[config.mk]
export PLATFORM = sky130hd
export DESIGN_NAME = uart_rx_fifo
export DESIGN_NICKNAME = d
export VERILOG_FILES = /design/src/rtl/uart_rx_fifo.sv
export SDC_FILE = /design/constraint.sdc
export NUM_CORES = 1
export LEC_CHECK = 0
export BUFFER_PORTS_ARGS = -buffer_cell sky130_fd_sc_hd__buf_2
export CORE_ASPECT_RATIO = 0.5
export CORE_MARGIN = 1.5
export CORE_UTILIZATION = 54
export DETAILED_ROUTE_END_ITERATION = 10
export GPL_ROUTABILITY_DRIVEN = 0
export HOLD_SLACK_MARGIN = 0.06
export PLACE_DENSITY = 0.84
export SYNTH_ARGS = -nofsm -noshare
export SYNTH_HDL_FRONTEND = slang
export SYNTH_SLANG_ARGS = --single-unit
[constraint.sdc]
create_clock -name clk -period 2.65 [get_ports clk]
set_clock_uncertainty 0.2 [all_clocks]
set_input_delay 0.1325 -clock clk [delete_from_list [all_inputs] [get_ports clk]]
set_output_delay 0.1325 -clock clk [all_outputs]
set_load 0.03 [all_outputs]
[src/rtl/uart_rx_fifo.sv]
// Receive buffer behind the UART receiver: edge-detected capture of data plus error flags into a FWFT circular FIFO.
// Optional macro UART_RX_FIFO_ERR_DROP_EN discards error frames and counts them in drop_count.
module uart_rx_fifo #(
    parameter int DATA_WIDTH = 8,
    parameter int DEPTH      = 16,
    parameter int ADDR_WIDTH = 4
) (
    input  logic                  clk,
    input  logic                  reset,
    input  logic [DATA_WIDTH-1:0] rx_data,
    input  logic                  rx_valid,
    input  logic                  rx_parity_error,
    input  logic                  rx_stop_error,
    input  logic                  rd_en,
    output logic [DATA_WIDTH-1:0] rd_data,
    output logic                  rd_parity_error,
    output logic                  rd_stop_error,
    output logic                  empty,
    output logic                  full,
    output logic [ADDR_WIDTH:0]   count,
    output logic                  overrun,
    input  logic                  overrun_clr,
    output logic [7:0]            drop_count
);

    localparam int                ENTRY_W  = DATA_WIDTH + 2;
    localparam logic [ADDR_WIDTH:0] FULL_CNT = (ADDR_WIDTH+1)'(DEPTH);
    localparam logic [ADDR_WIDTH:0] CNT_ONE  = (ADDR_WIDTH+1)'(1);
    localparam logic [ADDR_WIDTH-1:0] PTR_ONE = ADDR_WIDTH'(1);

    logic [ENTRY_W-1:0]    mem [DEPTH];
    logic [ENTRY_W-1:0]    head;
    logic [ADDR_WIDTH-1:0] wr_ptr;
    logic [ADDR_WIDTH-1:0] rd_ptr;
    logic                  valid_q;
    logic                  wr_req;
    logic                  store_req;
    logic                  rd_acc;
    logic                  wr_acc;
    logic                  ovr_set;

    // A capture happens only on the rising edge of rx_valid, however long it is held.
    assign wr_req  = rx_valid & ~valid_q;
    assign rd_acc  = rd_en & ~empty;
    assign wr_acc  = store_req & (~full | rd_acc);
    assign ovr_set = store_req & full & ~rd_acc;

    assign empty = (count == '0);
    assign full  = (count == FULL_CNT);

`ifdef UART_RX_FIFO_ERR_DROP_EN
    logic err_frame;
    logic drop_req;

    assign err_frame = rx_parity_error | rx_stop_error;
    assign store_req = wr_req & ~err_frame;
    assign drop_req  = wr_req & err_frame;

    always_ff @(posedge clk or negedge reset) begin
        if (!reset) begin
            drop_count <= 8'd0;
        end else if (drop_req && drop_count != 8'hFF) begin
            drop_count <= drop_count + 8'd1;
        end
    end
`else
    assign store_req  = wr_req;
    assign drop_count = 8'd0;
`endif

    // Control state: edge detector, pointers, occupancy, sticky overrun.
    always_ff @(posedge clk or negedge reset) begin
        if (!reset) begin
            valid_q <= 1'b0;
            wr_ptr  <= '0;
            rd_ptr  <= '0;
            count   <= '0;
            overrun <= 1'b0;
        end else begin
            valid_q <= rx_valid;
            if (wr_acc) begin
                wr_ptr <= wr_ptr + PTR_ONE;
            end
            if (rd_acc) begin
                rd_ptr <= rd_ptr + PTR_ONE;
            end
            case ({wr_acc, rd_acc})
                2'b10:   count <= count + CNT_ONE;
                2'b01:   count <= count - CNT_ONE;
                default: count <= count;
            endcase
            if (ovr_set) begin
                overrun <= 1'b1;
            end else if (overrun_clr) begin
                overrun <= 1'b0;
            end
        end
    end

    // Storage holds data only and is deliberately left out of reset.
    always_ff @(posedge clk) begin
        if (wr_acc) begin
            mem[wr_ptr] <= {rx_stop_error, rx_parity_error, rx_data};
        end
    end

    assign head            = empty ? '0 : mem[rd_ptr];
    assign rd_data         = head[DATA_WIDTH-1:0];
    assign rd_parity_error = head[DATA_WIDTH];
    assign rd_stop_error   = head[DATA_WIDTH+1];

endmodule

==> flow_summary.html <==
<table>
<tr><th>Metric</th><th>Value</th></tr>
<tr><th colspan="2">STA</th></tr>
<tr><td>Fin Setup TNS</td><td>0 ps</td></tr>
<tr><td>Setup violators final</td><td>0</td></tr>
<tr><td>Max-slew violation total from the final report</td><td>0</td></tr>
<tr><td>Period utilization</td><td>97.5%</td></tr>
<tr><td>Time the final worst path needs with I/O delays and setup</td><td>2580 ps</td></tr>
<tr><td>Setup repair after global routing missed its margin</td><td>true</td></tr>
<tr><td>Worst max-slew margin expressed relative to the limit</td><td>25.6%</td></tr>
<tr><td>Highest achievable clock rate</td><td>387 MHz</td></tr>
<tr><td>Number of hold-slack violations in the final timing report</td><td>0</td></tr>
<tr><td>Measured slew at the worst slew-check pin</td><td>~1100 ps</td></tr>
<tr><th colspan="2">Placement</th></tr>
<tr><td>Detailed placer's ending HPWL</td><td>8.66 mm</td></tr>
<tr><td>Total cell area at the placement stage</td><td>7610 sq um</td></tr>
<tr><td>PortBufs</td><td>32</td></tr>
<tr><th colspan="2">Logic synthesis</th></tr>
<tr><td>Netlist area before placement</td><td>7130 sq um</td></tr>
<tr><td>Yosys top cell area share</td><td>about 67%</td></tr>
<tr><td>Number of unique standard cell types used by synthesis</td><td>40</td></tr>
<tr><td>Yosys top cell by area</td><td>edfxtp_1</td></tr>
<tr><td>Count of flip-flops with a built-in enable after synthesis</td><td>160</td></tr>
<tr><td>Count of mapped cells out of synthesis</td><td>365</td></tr>
<tr><td>Sequential share of the synthesized area</td><td>roughly 73%</td></tr>
<tr><td>Synth warnings</td><td>0</td></tr>
<tr><td>Flip-flop and latch count after synthesis</td><td>between 150 and 200</td></tr>
<tr><td>Dominant synthesized flop cell</td><td>edfxtp_1</td></tr>
<tr><td>Synth Area per Inst</td><td>19.5 sq um</td></tr>
<tr><td>Leading post-synthesis cells by cell area</td><td>edfxtp_1 67%, mux4_2 13%, dfrtp_1 5.3%</td></tr>
<tr><td>Ys async rst share</td><td>8.57%</td></tr>
<tr><th colspan="2">Critical path</th></tr>
<tr><td>Slack of the worst reg-to-reg path</td><td>70 ps</td></tr>
<tr><td>Largest fanout of any net on the critical path</td><td>8</td></tr>
<tr><td>Depth of the worst register-to-register path</td><td>5</td></tr>
<tr><td>CP Depth</td><td>5</td></tr>
<tr><td>Required time at the worst-slack endpoint</td><td>2580 ps</td></tr>
<tr><td>Arrival time of the worst setup path</td><td>between 2000 and 3000 ps</td></tr>
<tr><td>Max incr delay on CP</td><td>860 ps</td></tr>
<tr><td>Crit-path slowest cell</td><td>nor2_1</td></tr>
<tr><td>Classification of the worst setup path</td><td>flop to flop</td></tr>
<tr><td>Cells traversed along the worst timing path</td><td>nor2b_1 -&gt; a21oi_1 -&gt; nand3_1 -&gt; nor2_1 -&gt; buf_4</td></tr>
<tr><td>Crit path buf inv count</td><td>1</td></tr>
<tr><td>Worst setup EP type</td><td>flop</td></tr>
<tr><td>Kind of cell adding the most delay to the critical path</td><td>simple AND/OR/NAND/NOR gates</td></tr>
<tr><td>Worst setup SP type</td><td>flop</td></tr>
<tr><th colspan="2">CTS</th></tr>
<tr><td>Number of buffers created by CTS</td><td>17</td></tr>
<tr><td>Bufs on Longest Clock Path</td><td>2</td></tr>
<tr><td>Clock tree root buffer cell</td><td>clkbuf_16</td></tr>
<tr><td>H-tree depth</td><td>4</td></tr>
<tr><td>Clock input transition at the sequential cells of the worst setup and hold paths</td><td>70 ps</td></tr>
<tr><td>CTS tree</td><td>done</td></tr>
<tr><td>Clock latency of the later-clocked register in the worst-skew pair</td><td>420 ps</td></tr>
<tr><td>Total number of clock tree sinks</td><td>175</td></tr>
<tr><th colspan="2">Floorplanning</th></tr>
<tr><td>Initial Util</td><td>55.8%</td></tr>
<tr><td>Num rows</td><td>29</td></tr>
<tr><td>Die area</td><td>roughly 14000 sq um</td></tr>
<tr><td>Core region area</td><td>roughly 13000 sq um</td></tr>
<tr><td>I/O pin count</td><td>~40</td></tr>
<tr><td>Die extent in y</td><td>84.2 um</td></tr>
<tr><td>Die extent in x</td><td>165 um</td></tr>
<tr><th colspan="2">Route</th></tr>
<tr><td>Remaining design rule violation count</td><td>0</td></tr>
<tr><td>Number of vias per cell after detailed routing</td><td>5.80</td></tr>
<tr><td>Detailed router's first-iteration violation count</td><td>approximately 370</td></tr>
<tr><td>Antenna Violating Nets Remaining</td><td>0</td></tr>
<tr><td>First-pass detailed-route iteration total</td><td>4</td></tr>
<tr><td>Total via count in the routed design</td><td>3595</td></tr>
<tr><td>Detail-routed net length per standard cell</td><td>23.1 um</td></tr>
<tr><td>Sum of routed wire length over all layers</td><td>14.3 mm</td></tr>
<tr><th colspan="2">Final layout</th></tr>
<tr><td>Total number of nets in the final design</td><td>459</td></tr>
<tr><td>Final cell area excluding filler cells</td><td>8410 sq um</td></tr>
<tr><td>Fraction of final layout cells sized beyond drive strength 1</td><td>a little under a third</td></tr>
<tr><td>Most frequent standard cell in the layout excluding fill and tap cells</td><td>edfxtp_1</td></tr>
<tr><td>Number of antenna repair diodes</td><td>0</td></tr>
<tr><td>Most used cells in the layout excluding fill and tap cells</td><td>160 x edfxtp_1, 40 x mux4_2, 32 x buf_2, 23 x buf_4, 22 x mux2i_1</td></tr>
<tr><td>Synthesis-to-layout area growth</td><td>18.0%</td></tr>
<tr><th colspan="2">Global route</th></tr>
<tr><td>Number of global-route vias before repair</td><td>3672</td></tr>
<tr><td>Antenna violations before repair</td><td>0</td></tr>
<tr><td>Largest net degree at the start of global routing</td><td>33</td></tr>
<tr><td>Global route total overflow</td><td>0</td></tr>
<tr><td>First-pass GRT wire length</td><td>21.8 mm</td></tr>
<tr><td>GRT Resource Usage Total</td><td>22.6%</td></tr>
<tr><th colspan="2">Worst hold path</th></tr>
<tr><td>Class of the tightest hold or removal check</td><td>primary input to flop</td></tr>
<tr><td>Number of instances on the worst hold path</td><td>2</td></tr>
<tr><th colspan="2">Run status</th></tr>
<tr><td>Status</td><td>complete, no violations</td></tr>
<tr><th colspan="2">Flow run</th></tr>
<tr><td>Max cap viols</td><td>0</td></tr>
<tr><th colspan="2">Pwr</th></tr>
<tr><td>Reported leakage power</td><td>~2.9 nW</td></tr>
<tr><td>Max IR drop VDD</td><td>between 0.0007 and 0.0008 V</td></tr>
<tr><td>Power density over the cells</td><td>around 1100 nW/um^2</td></tr>
</table>
## power breakdown
part	switching, mW	internal [mW]
Combinational	1.68	1.32
Sequential	0.186	3.25
Clock	1.03	1.58
Total	2.90	6.15
## registers in the layout (all words and copies together), names as in the netlist
register	flops
rd_ptr	4
overrun	1
wr_ptr	4
mem	160
valid_q	1
count	5
## through the flow
stage	setup slack [ps]	hold WS, ps	power (mW)	cells	utilization, %
4_1_cts	87.7	169	9.11	620	65.8
5_1_grt	-13.1	175	9.43	620	65.8
6_report	65.8	190	9.05	620	65.8
3_5_place_dp	146	-147	6.42	570	59.6
3_3_place_gp	201	-145	6.35	570	59.6
2_1_floorplan	-142	-363	5.59	372	-
## cells by family after synthesis
family                   Yosys count  synth area share, %
other                              1               0.0526
XOR/XNOR                          10                 1.23
adder cells (fa/ha/maj)            7                 1.23
buffers and inverters             37                 2.69
flip-flops                       175                 72.7
AO/OA/AOI/OAI                     24                 2.58
multiplexers                      63                 15.9
AND/OR/NAND/NOR                   48                 3.60
## area by class of cell
class                      count  area (sq um)
clock inverter                14           186
tap                          170           213
fill                         807          4370
timing repair buffer          74           553
multi-input combinational    161          1810
clock buffer                  18           429
sequential                   175          5180
inverter                       8          30.0
## path summary, 6_finish.rpt
path / start / to
min in group asynchronous: reset / overrun$_DFFE_PN0P_
max: count[4]$_DFFE_PN0P_ / mem[15][8]$_DFFE_PP_
max reg2reg: count[4]$_DFFE_PN0P_ / mem[15][8]$_DFFE_PP_
min: rx_valid / valid_q$_DFF_PN0_
max in group asynchronous: reset / rd_ptr[1]$_DFFE_PN0P_
min reg2reg: rd_ptr[3]$_DFFE_PN0P_ / rd_ptr[3]$_DFFE_PN0P_
## Yosys cell counts (2+ instances only)
library cell and n:
and2_1 9, nand4_1 2, edfxtp_1 160, nor2_1 7, nor2b_1 4, inv_1 8
nand3_1 5, clkbuf_1 11, buf_4 8, ha_1 7, nand2_1 9, buf_2 6
mux4_2 40, o22ai_1 10, o21ai_1 2, dfrtp_1 15, mux2i_1 22, buf_1 2
xnor2_1 8, o21ai_0 3, nor3_1 5, buf_6 2, a21oi_1 2, xor2_1 2
## routing by layer
| layer | global-route usage (%) | vias to the layer above | wire, um |
|---|---|---|---|
| met5 | 0 | - | 0 |
| met4 | 8.52 | 0 | 264 |
| met3 | 5.14 | 16 | 1390 |
| met2 | 33.9 | 159 | 6680 |
| met1 | 32.7 | 1833 | 5980 |
| li1 | - | 1587 | - |
## repair_timing
item                                    4_1_cts  5_1_grt
buffers inserted                              1        0
pin swaps                                     1        1
cloned                                        1        0
hold buffers                                 16        0
resized for setup                             3        0
endpoints found under the setup margin       10        3
endpoints found under the hold margin       178        0
Power figures use the tool's default switching activity.
